[src/rtl/servo_pkg.sv]
// Shared definitions for servo_angle_ctrl: FSM state encoding and the
// helpers that turn clock/microsecond parameters into tick counts.
package servo_pkg;

  typedef enum logic [1:0] {
    IDLE,
    CALC,
    LOAD
  } state_e;

  function automatic logic [31:0] ticks_from_us(input int unsigned clk_freq,
                                                input int unsigned us);
    return 32'((clk_freq / 1_000_000) * us);
  endfunction

  function automatic logic [31:0] period_ticks(input int unsigned clk_freq,
                                               input int unsigned pwm_freq);
    return 32'(clk_freq / pwm_freq);
  endfunction

endpackage

[src/rtl/udiv_serial.sv]
// 32-bit restoring divider: one quotient bit per cycle, 32 iterations after
// the start cycle, done is a single-cycle pulse with the quotient valid.
module udiv_serial (
  input  logic        clk,
  input  logic        rst_n,
  input  logic        start,
  input  logic [31:0] dividend,
  input  logic [31:0] divisor,
  output logic [31:0] quotient,
  output logic        done
);

  logic [31:0] quo_q, quo_d;
  logic [31:0] div_q, div_d;
  logic [31:0] rem_q, rem_d;
  logic [4:0]  cnt_q, cnt_d;
  logic        busy_q, busy_d;
  logic        done_q, done_d;
  logic [32:0] shifted;

  always_comb begin
    quo_d   = quo_q;
    div_d   = div_q;
    rem_d   = rem_q;
    cnt_d   = cnt_q;
    busy_d  = busy_q;
    done_d  = 1'b0;
    shifted = {rem_q, quo_q[31]};
    if (start) begin
      quo_d  = dividend;
      div_d  = divisor;
      rem_d  = '0;
      cnt_d  = '0;
      busy_d = 1'b1;
    end else if (busy_q) begin
      // remainder stays below divisor, so it always fits back into 32 bits
      if (shifted >= {1'b0, div_q}) begin
        rem_d = 32'(shifted - {1'b0, div_q});
        quo_d = {quo_q[30:0], 1'b1};
      end else begin
        rem_d = shifted[31:0];
        quo_d = {quo_q[30:0], 1'b0};
      end
      cnt_d = cnt_q + 5'd1;
      if (cnt_q == 5'd31) begin
        busy_d = 1'b0;
        done_d = 1'b1;
      end
    end
  end

  always_ff @(posedge clk or negedge rst_n) begin
    if (!rst_n) begin
      quo_q  <= '0;
      div_q  <= '0;
      rem_q  <= '0;
      cnt_q  <= '0;
      busy_q <= 1'b0;
      done_q <= 1'b0;
    end else begin
      quo_q  <= quo_d;
      div_q  <= div_d;
      rem_q  <= rem_d;
      cnt_q  <= cnt_d;
      busy_q <= busy_d;
      done_q <= done_d;
    end
  end

  assign quotient = quo_q;
  assign done     = done_q;

endmodule

[src/rtl/servo_angle_ctrl.sv]
// Angle command to PWM duty converter with frame-aligned duty updates.
// Define SERVO_SLEW_EN to limit the duty change per frame to STEP_US.
module servo_angle_ctrl
  import servo_pkg::*;
#(
  parameter int unsigned CLK_FREQ     = 25_000_000,
  parameter int unsigned PWM_FREQ     = 50,
  parameter int unsigned MIN_PULSE_US = 1000,
  parameter int unsigned MAX_PULSE_US = 2000,
  parameter int unsigned MAX_ANGLE    = 180,
  parameter int unsigned STEP_US      = 100
) (
  input  logic        clk,
  input  logic        rst_n,
  input  logic        cmd_valid,
  input  logic [7:0]  cmd_angle,
  output logic        cmd_ready,
  output logic [31:0] duty_cycle,
  output logic [31:0] period,
  output logic        frame_tick,
  output logic        at_target
);

  localparam logic [31:0] PERIOD = period_ticks(CLK_FREQ, PWM_FREQ);
  localparam logic [31:0] MIN_T  = ticks_from_us(CLK_FREQ, MIN_PULSE_US);
  localparam logic [31:0] MAX_T  = ticks_from_us(CLK_FREQ, MAX_PULSE_US);
  localparam logic [31:0] SPAN   = MAX_T - MIN_T;
  localparam logic [31:0] STEP_T = ticks_from_us(CLK_FREQ, STEP_US);
  localparam logic [31:0] CENTER = MIN_T + (SPAN >> 1);
`ifdef SERVO_SLEW_EN
  localparam logic [31:0] SLEW_LIM = STEP_T;
`else
  // duty and target both lie in [MIN_T, MAX_T], so a limit of at least SPAN never binds
  localparam logic [31:0] SLEW_LIM = (STEP_T > SPAN) ? STEP_T : SPAN;
`endif

  state_e      state_q, state_d;
  logic [31:0] target_q, target_d;
  logic [31:0] duty_q, duty_d;
  logic [31:0] frame_cnt_q, frame_cnt_d;
  logic        at_target_q, at_target_d;

  logic        div_start;
  logic        div_done;
  logic [31:0] div_quo;
  logic [31:0] angle_sat;
  logic [31:0] dividend;
  logic [31:0] diff;
  logic [31:0] step;

  assign angle_sat = ({24'd0, cmd_angle} > MAX_ANGLE) ? MAX_ANGLE : {24'd0, cmd_angle};
  assign dividend  = angle_sat * SPAN;

  udiv_serial u_div (
    .clk      (clk),
    .rst_n    (rst_n),
    .start    (div_start),
    .dividend (dividend),
    .divisor  (MAX_ANGLE),
    .quotient (div_quo),
    .done     (div_done)
  );

  assign frame_tick = (frame_cnt_q == PERIOD - 32'd1);

  always_comb begin
    state_d     = state_q;
    target_d    = target_q;
    duty_d      = duty_q;
    div_start   = 1'b0;
    frame_cnt_d = frame_tick ? '0 : frame_cnt_q + 32'd1;
    diff        = (target_q > duty_q) ? target_q - duty_q : duty_q - target_q;
    step        = (diff > SLEW_LIM) ? SLEW_LIM : diff;

    unique case (state_q)
      IDLE: begin
        if (cmd_valid) begin
          div_start = 1'b1;
          state_d   = CALC;
        end
      end
      CALC: begin
        if (div_done) state_d = LOAD;
      end
      LOAD: begin
        target_d = MIN_T + div_quo;
        state_d  = IDLE;
      end
      default: state_d = IDLE;
    endcase

    // frame update reads target_q, so a same-edge target write lands next frame
    if (frame_tick) begin
      duty_d = (target_q > duty_q) ? duty_q + step : duty_q - step;
    end

    at_target_d = (duty_d == target_d);
  end

  always_ff @(posedge clk or negedge rst_n) begin
    if (!rst_n) begin
      state_q     <= IDLE;
      target_q    <= CENTER;
      duty_q      <= CENTER;
      frame_cnt_q <= '0;
      at_target_q <= 1'b1;
    end else begin
      state_q     <= state_d;
      target_q    <= target_d;
      duty_q      <= duty_d;
      frame_cnt_q <= frame_cnt_d;
      at_target_q <= at_target_d;
    end
  end

  assign cmd_ready  = (state_q == IDLE);
  assign duty_cycle = duty_q;
  assign period     = PERIOD;
  assign at_target  = at_target_q;

endmodule
[config.mk]
export PLATFORM = sky130hd
export DESIGN_NAME = servo_angle_ctrl
export DESIGN_NICKNAME = d
export VERILOG_FILES = /design/src/rtl/servo_pkg.sv /design/src/rtl/udiv_serial.sv /design/src/rtl/servo_angle_ctrl.sv
export SDC_FILE = /design/constraint.sdc
export NUM_CORES = 1
export LEC_CHECK = 0
export BUFFER_PORTS_ARGS = -buffer_cell sky130_fd_sc_hd__buf_2
export CORE_ASPECT_RATIO = 1.2
export CORE_MARGIN = 8
export CORE_UTILIZATION = 60
export CTS_BUF_LIST = sky130_fd_sc_hd__clkbuf_16
export CTS_CLUSTER_DIAMETER = 30
export CTS_CLUSTER_SIZE = 10
export DETAILED_ROUTE_END_ITERATION = 10
export PLACE_DENSITY = 0.77
export SKIP_CTS_REPAIR_TIMING = 1
export SYNTH_ARGS = -nofsm -noshare
export SYNTH_HDL_FRONTEND = slang
export SYNTH_SLANG_ARGS = --single-unit
[constraint.sdc]
create_clock -name clk -period 11.7 [get_ports clk]
set_clock_uncertainty 0.05 [all_clocks]
set_input_delay 2.34 -clock clk [delete_from_list [all_inputs] [get_ports clk]]
set_output_delay 2.34 -clock clk [all_outputs]
set_load 0.1 [all_outputs]
* Yosys cells after proc, flatten, opt, wreduce, memory -nomap -nowiden
Cells that the tools add are included.
** Cells by class
- Reduce and logical (&&, ||, !) cells :: 3
- $add $sub $neg :: 8
- Multiply operators :: 1
- $lt $le $gt $ge :: 4
- Equality and inequality tests :: 7
- Mux-type cells :: 26
** Operators by type and width (number)
- $mux 32 :: 11
- $sub 32x32->32 :: 3
- $ge 33x8->1 :: 1
- $add 15x32->32 const A :: 1
- $add 32x1->32 const B :: 1
- $add 32x32->32 :: 1
- $eq 32x19->1 const B :: 1
- $eq 32x32->1 :: 1
- $gt 32x15->1 const B :: 1
- $gt 32x32->1 :: 1
- $sub 32x8->32 :: 1
- $mul 8x12->20 const B :: 1
- $mux 5 :: 2
- $mux 1 :: 9
- $gt 8x8->1 const B :: 1
- $mux 8 :: 1
- $add 5x1->5 const B :: 1
- $eq 5x5->1 const B :: 1
- $mux 2 :: 2
- $pmux 2 s2 :: 1
- $eq 2x1->1 const B :: 1
- $eq 2x2->1 const B :: 1
- $logic_not 2->1 :: 1
- $ne 2x1->1 const B :: 1
- other kinds (3) :: 3
** Word-level totals
- Register bits :: 171
- Word-level logic and storage cells :: 60
- Output and inout bits :: 67
- Input port bits :: 11

* Logic depth before layout (Yosys ltp)
- Depth in word-level cells :: 8
- Mapped depth :: 43
- Depth with buffers taken out :: 38

* Cells and area by module
From an unflattened synthesis, not the netlist that was laid out.
** Unflattened totals
- Cell total of the unflattened synthesis :: 2395
- Area, all modules :: 19572.5 sq um
** Modules (own cells, without submodules)
- servo_angle_ctrl :: cells an instance 1655, times used 1, sequential area each 2498.6 sq um, area each 13033.8 sq um
- udiv_serial :: cells an instance 740, times used 1, sequential area each 2577.5 sq um, area each 6538.8 sq um

* Least setup slack after synthesis
OpenSTA, ideal clock, no wires.
- Kind :: reg2reg
- From :: register duty_q[29], in the netlist duty_cycle[29]
- To :: register at_target_q, in the netlist at_target
- Path buffers :: 4
- Stages on the path, launching flop included :: 41
- Path slack :: 2.978 ns
- Arrival :: 8.598 ns
- Clock period less this slack :: 8.722 ns
- Library setup time :: 0.075 ns
- Data required time :: 11.575 ns
- Cells stage by stage :: dfrtp_1 -> inv_1 -> ha_1 -> buf_4 -> a21oi_2 -> o211ai_1 -> a221oi_2 -> o211ai_1 -> o21bai_4 -> buf_6 -> mux2i_1 -> xor2_2 -> nor2_1 -> nand4_1 -> or4_4 -> a21oi_1 -> buf_2 -> nand2b_1 -> [5 not listed] -> a21oi_1 -> a211oi_1 -> a211oi_1 -> ha_1 -> clkbuf_1 -> and3_1 -> nand3_1 -> o21ai_0 -> o21ba_2 -> a41oi_1 -> a31oi_1 -> o31ai_1 -> a211o_1 -> a21oi_1 -> a311o_1 -> a211o_1 -> nand4_4 -> mux2i_1
** Between the ends
- Cells in the longest elaborated chain, start to end :: 8
- Elaborated cells between the ends (all ways) :: 11
- Those cells by class :: add/sub (4); order compare (2); eq/ne (1); mux (4)
** Ends and longest elaborated chain
- start, declared :: line servo_angle_ctrl.sv:39 : logic [31:0] duty_q, duty_d;
- start signal, assigned :: line servo_angle_ctrl.sv:110 : duty_q <= duty_d;
- $sub 32x32->32 / $gt 32x32->1 (equally long branches) :: line servo_angle_ctrl.sv:72, servo_angle_ctrl.sv:94
- $mux 32 :: line servo_angle_ctrl.sv:72 : diff = (target_q > duty_q) ? target_q - duty_q : duty_q - target_q;
- $gt 32x15->1 :: line servo_angle_ctrl.sv:73 : step = (diff > SLEW_LIM) ? SLEW_LIM : diff;
- $mux 32 :: line servo_angle_ctrl.sv:73
- $sub 32x32->32 / $add 32x32->32 (equally long branches) :: line servo_angle_ctrl.sv:94 : duty_d = (target_q > duty_q) ? duty_q + step : duty_q - step;
- $mux 32 * :: line servo_angle_ctrl.sv:94
- $mux 32 * :: line servo_angle_ctrl.sv:93 : if (frame_tick) begin
- net duty_d[31] :: line servo_angle_ctrl.sv:39
- $eq 32x32->1 * :: line servo_angle_ctrl.sv:97 : at_target_d = (duty_d == target_d);
- net at_target_d :: line servo_angle_ctrl.sv:41 : logic at_target_q, at_target_d;
- end signal, assigned :: line servo_angle_ctrl.sv:112 : at_target_q <= at_target_d;
- end, declared :: line servo_angle_ctrl.sv:41
Mark *: on every way through the listed nets, which the timed path passes. The rest lies on a longest branch.
A chain may end at the register's enable or synchronous reset.

* Worst setup path after layout
- From :: register duty_q[9], in the netlist duty_cycle[9]
- To :: register at_target_q, in the netlist at_target
Same word-level chain as after synthesis.

==> metrics.cfg <==
[outcome]
status = completed

[route]
ant_nets = 0
dr_total_vias = 14844
drtIter0Drc = 1126
wl_um = 47980
drcViolationCount = 0
vias_per_cell = 6.250
dr.pass1.iters = 8
routedWlPerCell_um = 20.20

[layout]
stdcell_count = 2375
mostFrequentLayoutCell = nor2_1
final_cell_mix = nor2_1 (171), nand2_1 (170), o21ai_0 (155)
n_antenna_cell = 0
final.fill_count = 2379
drive_above_1_share = 0.07764
area_growth_pct = 5.408
nNetsFinal = 2202

[timing]
fmax_ghz = 0.09490
relSlewSlack = 0.2911
setup_violations = 0
fin_setup_tns_ps = 0
fin_crit_sh = 0.9007
hold_violations = 0
finalWorstPathRequiredPeriod_ps = 10540
slew_violations = 0
rsz0062_at_grt = false
worstMarginPinSlew_ps = 1052
setup_ws_ps = 1162

[clock_tree]
h-tree-depth = 4
clockBufferDepth = 2
cts_root_buffer = clkbuf_16
numCtsBuffers = 17
clkTransAtPathRegs_ps = 70
insertion_delay_ps = 450
cts_tree = yes
cts_sinks = 171

[logic_synthesis]
synth_cell_types = 94
synth-seq-cells = 171
synthCells = 2031
synth_area_per_cell_um2 = 8.168
synth.cell_area_um2 = 16590
async_flop_share = 1.000
yosys_warnings = 0
synth_edf_count = 0
synthFlopType = dfrtp_1
ys_seq_area_frac = 0.2592

[critical_path]
cp.arrival_ps = 10850
r2r-start = duty_cycle[9]$_DFF_PN1_
crit_path_max_incr_delay_ps = 660
r2r_end = at_target$_DFF_PN1_
cp_max_fo = 20
cp.required_ps = 12010
cp_top_family = compound AO/OA/AOI/OAI gates
crit_buf_inv = 3
critical_path.startpoint_type = register
slowest_stage = o31ai_1
reg2reg_slack_ps = 1160
endpoint_kind = register
ff2ff_path_depth = 39
crit_type = reg2reg

[place]
dp_hpwl_um = 37570
globalplace.congestion = 0.9802
dp_cells = 2343
port_buffers = 45
place_ws_ps = 1341

[global_route]
grt_pass1_wl_um = 77160
grt_max_degree = 93
grt_usage = 0.2888
antenna_found_initial = 0
gr-total-overflow = 0
grt_pass1_vias = 14544

[floorplanning]
start_util = 0.6106
die-area_um2 = 33250
die_h_um = 198.1
ios = 78
fp-row-count = 66
core_area_um2 = 27170
die-width_um = 167.8

[hold_path]
hold_path_depth = 1
hold_class = reg2reg
hold_path_startpoint = frame_cnt_q[31]$_DFF_PN0_
worstHoldEndpoint = frame_cnt_q[31]$_DFF_PN0_

[power]
p_leak_nw = 8.066
fin_total_pwr_mw = 4.566
pwr_density_cell_nw_per_um2 = 261.1
ir_drop_uv = 273.3

[run]
maxCapViolations = 0

==> worst max-delay path by stage <==
stage                                         from                  end  slack (ps)  depth (start not counted)
after floorplan           duty_cycle[29]$_DFF_PN0_  at_target$_DFF_PN1_        2980                         40
after global placement     duty_cycle[9]$_DFF_PN1_  at_target$_DFF_PN1_        1570                         39
after detailed placement   duty_cycle[9]$_DFF_PN1_  at_target$_DFF_PN1_        1340                         39
after CTS                  duty_cycle[9]$_DFF_PN1_  at_target$_DFF_PN1_        1260                         39
after global routing      duty_cycle[25]$_DFF_PN0_  at_target$_DFF_PN1_         450                         39
final                      duty_cycle[9]$_DFF_PN1_  at_target$_DFF_PN1_        1160                         39
==> logic make-up after synthesis <==
kind of cell / count (synthesis) / synth area share
AO/OA/AOI/OAI: 542 / 0.2068
XOR/XNOR: 199 / 0.1064
adder cells (fa/ha/maj): 169 / 0.1343
buffers and inverters: 264 / 0.07150
flip-flops: 171 / 0.2592
multiplexers: 60 / 0.03794
other: 2 / 0.0004527
AND/OR/NAND/NOR: 624 / 0.1834
==> synth_stat cells, types with 4 or more instances <==
cell type | instances | area share
nor2_1 | 171 | 0.039
nand2_1 | 170 | 0.038
o21ai_0 | 155 | 0.047
dfrtp_1 | 154 | 0.23
ha_1 | 154 | 0.12
inv_1 | 145 | 0.033
a21oi_1 | 144 | 0.043
xnor2_1 | 119 | 0.063
xor2_1 | 78 | 0.041
nand3_1 | 55 | 0.017
a211oi_1 | 53 | 0.024
clkbuf_1 | 53 | 0.012
mux2i_1 | 52 | 0.031
nor3_1 | 41 | 0.012
a21o_1 | 36 | 0.016
buf_4 | 36 | 0.016
nand4_1 | 30 | 0.011
nor2b_1 | 22 | 0.0083
and3_1 | 19 | 0.0072
nand2b_1 | 19 | 0.0072
nor4_1 | 18 | 0.0068
buf_2 | 17 | 0.0051
dfstp_2 | 17 | 0.027
o21a_1 | 16 | 0.0072
o21bai_1 | 16 | 0.0072
and2_1 | 15 | 0.0057
fa_1 | 15 | 0.018
and4_1 | 13 | 0.0069
a31oi_1 | 12 | 0.0045
o211ai_1 | 12 | 0.0054
o31ai_1 | 11 | 0.0050
or3_1 | 11 | 0.0041
or4_1 | 11 | 0.0050
a21boi_0 | 7 | 0.0032
buf_1 | 7 | 0.0016
o2111ai_1 | 7 | 0.0037
or2_2 | 7 | 0.0026
a311oi_1 | 6 | 0.0032
o22ai_1 | 6 | 0.0023
a211o_1 | 5 | 0.0026
buf_6 | 5 | 0.0034
mux2_2 | 5 | 0.0034
o21ai_1 | 5 | 0.0015
nand3b_1 | 4 | 0.0018
o311ai_0 | 4 | 0.0021
==> worst register-to-register path, delay by kind of cell (launching register included) <==
| kind | cells | cell delay [ps] |
|---|---|---|
| muxes | 2 | 480 |
| xor gates and xnor gates | 2 | 470 |
| buffers and inverters | 3 | 730 |
| DFF | 1 | 580 |
| adders and majority gates | 3 | 960 |
| and+or+nand+nor | 12 | 2050 |
| AOI/OAI and AO/OA | 17 | 5130 |
==> state kept, by name (all words and copies together), names as in the netlist <==
register        count
duty_cycle         32
frame_cnt_q        32
target_q           32
u_div.quotient     32
u_div.rem_q        32
u_div.cnt_q         5
state_q             2
at_target           1
u_div.busy_q        1
u_div.div_q         1
u_div.done          1
==> through the flow <==
| stage | instance area (µm²) | util | hold WS (ps) |
|---|---|---|---|
| floorplan | 16700 | - | 397.2 |
| global placement | 16850 | 0.6202 | 414.7 |
| detailed placement | 16850 | 0.6202 | 419.9 |
| CTS | 17490 | 0.6436 | 431.7 |
| global route | 17490 | 0.6436 | 465.0 |
| finish | 17490 | 0.6436 | 429.8 |
==> layout make-up <==
| type | instances | area, µm² | share of cell area |
|---|---|---|---|
| multi-input cells | 1626 | 11220 | 0.6419 |
| clock inverters | 15 | 210.2 | 0.01202 |
| well taps | 340 | 425.4 | 0.02433 |
| clock buffers | 17 | 425.4 | 0.02433 |
| flip-flops and latches | 171 | 4304 | 0.2462 |
| repair buffers | 61 | 351.6 | 0.02011 |
| inverters | 145 | 544.3 | 0.03113 |
==> power by group <==
group	internal, mW	switching, mW
clock	0.363	0.258
sequential	0.733	0.202
combinational	1.18	1.84
total	2.27	2.30
==> per-layer routing <==
metal | part of all wire | track usage
met1 | 0.42 | 0.3556
met2 | 0.49 | 0.4959
met3 | 0.050 | 0.03547
met4 | 0.045 | 0.1401
met5 | 0 | 0
(Power assumes the default switching activity.)
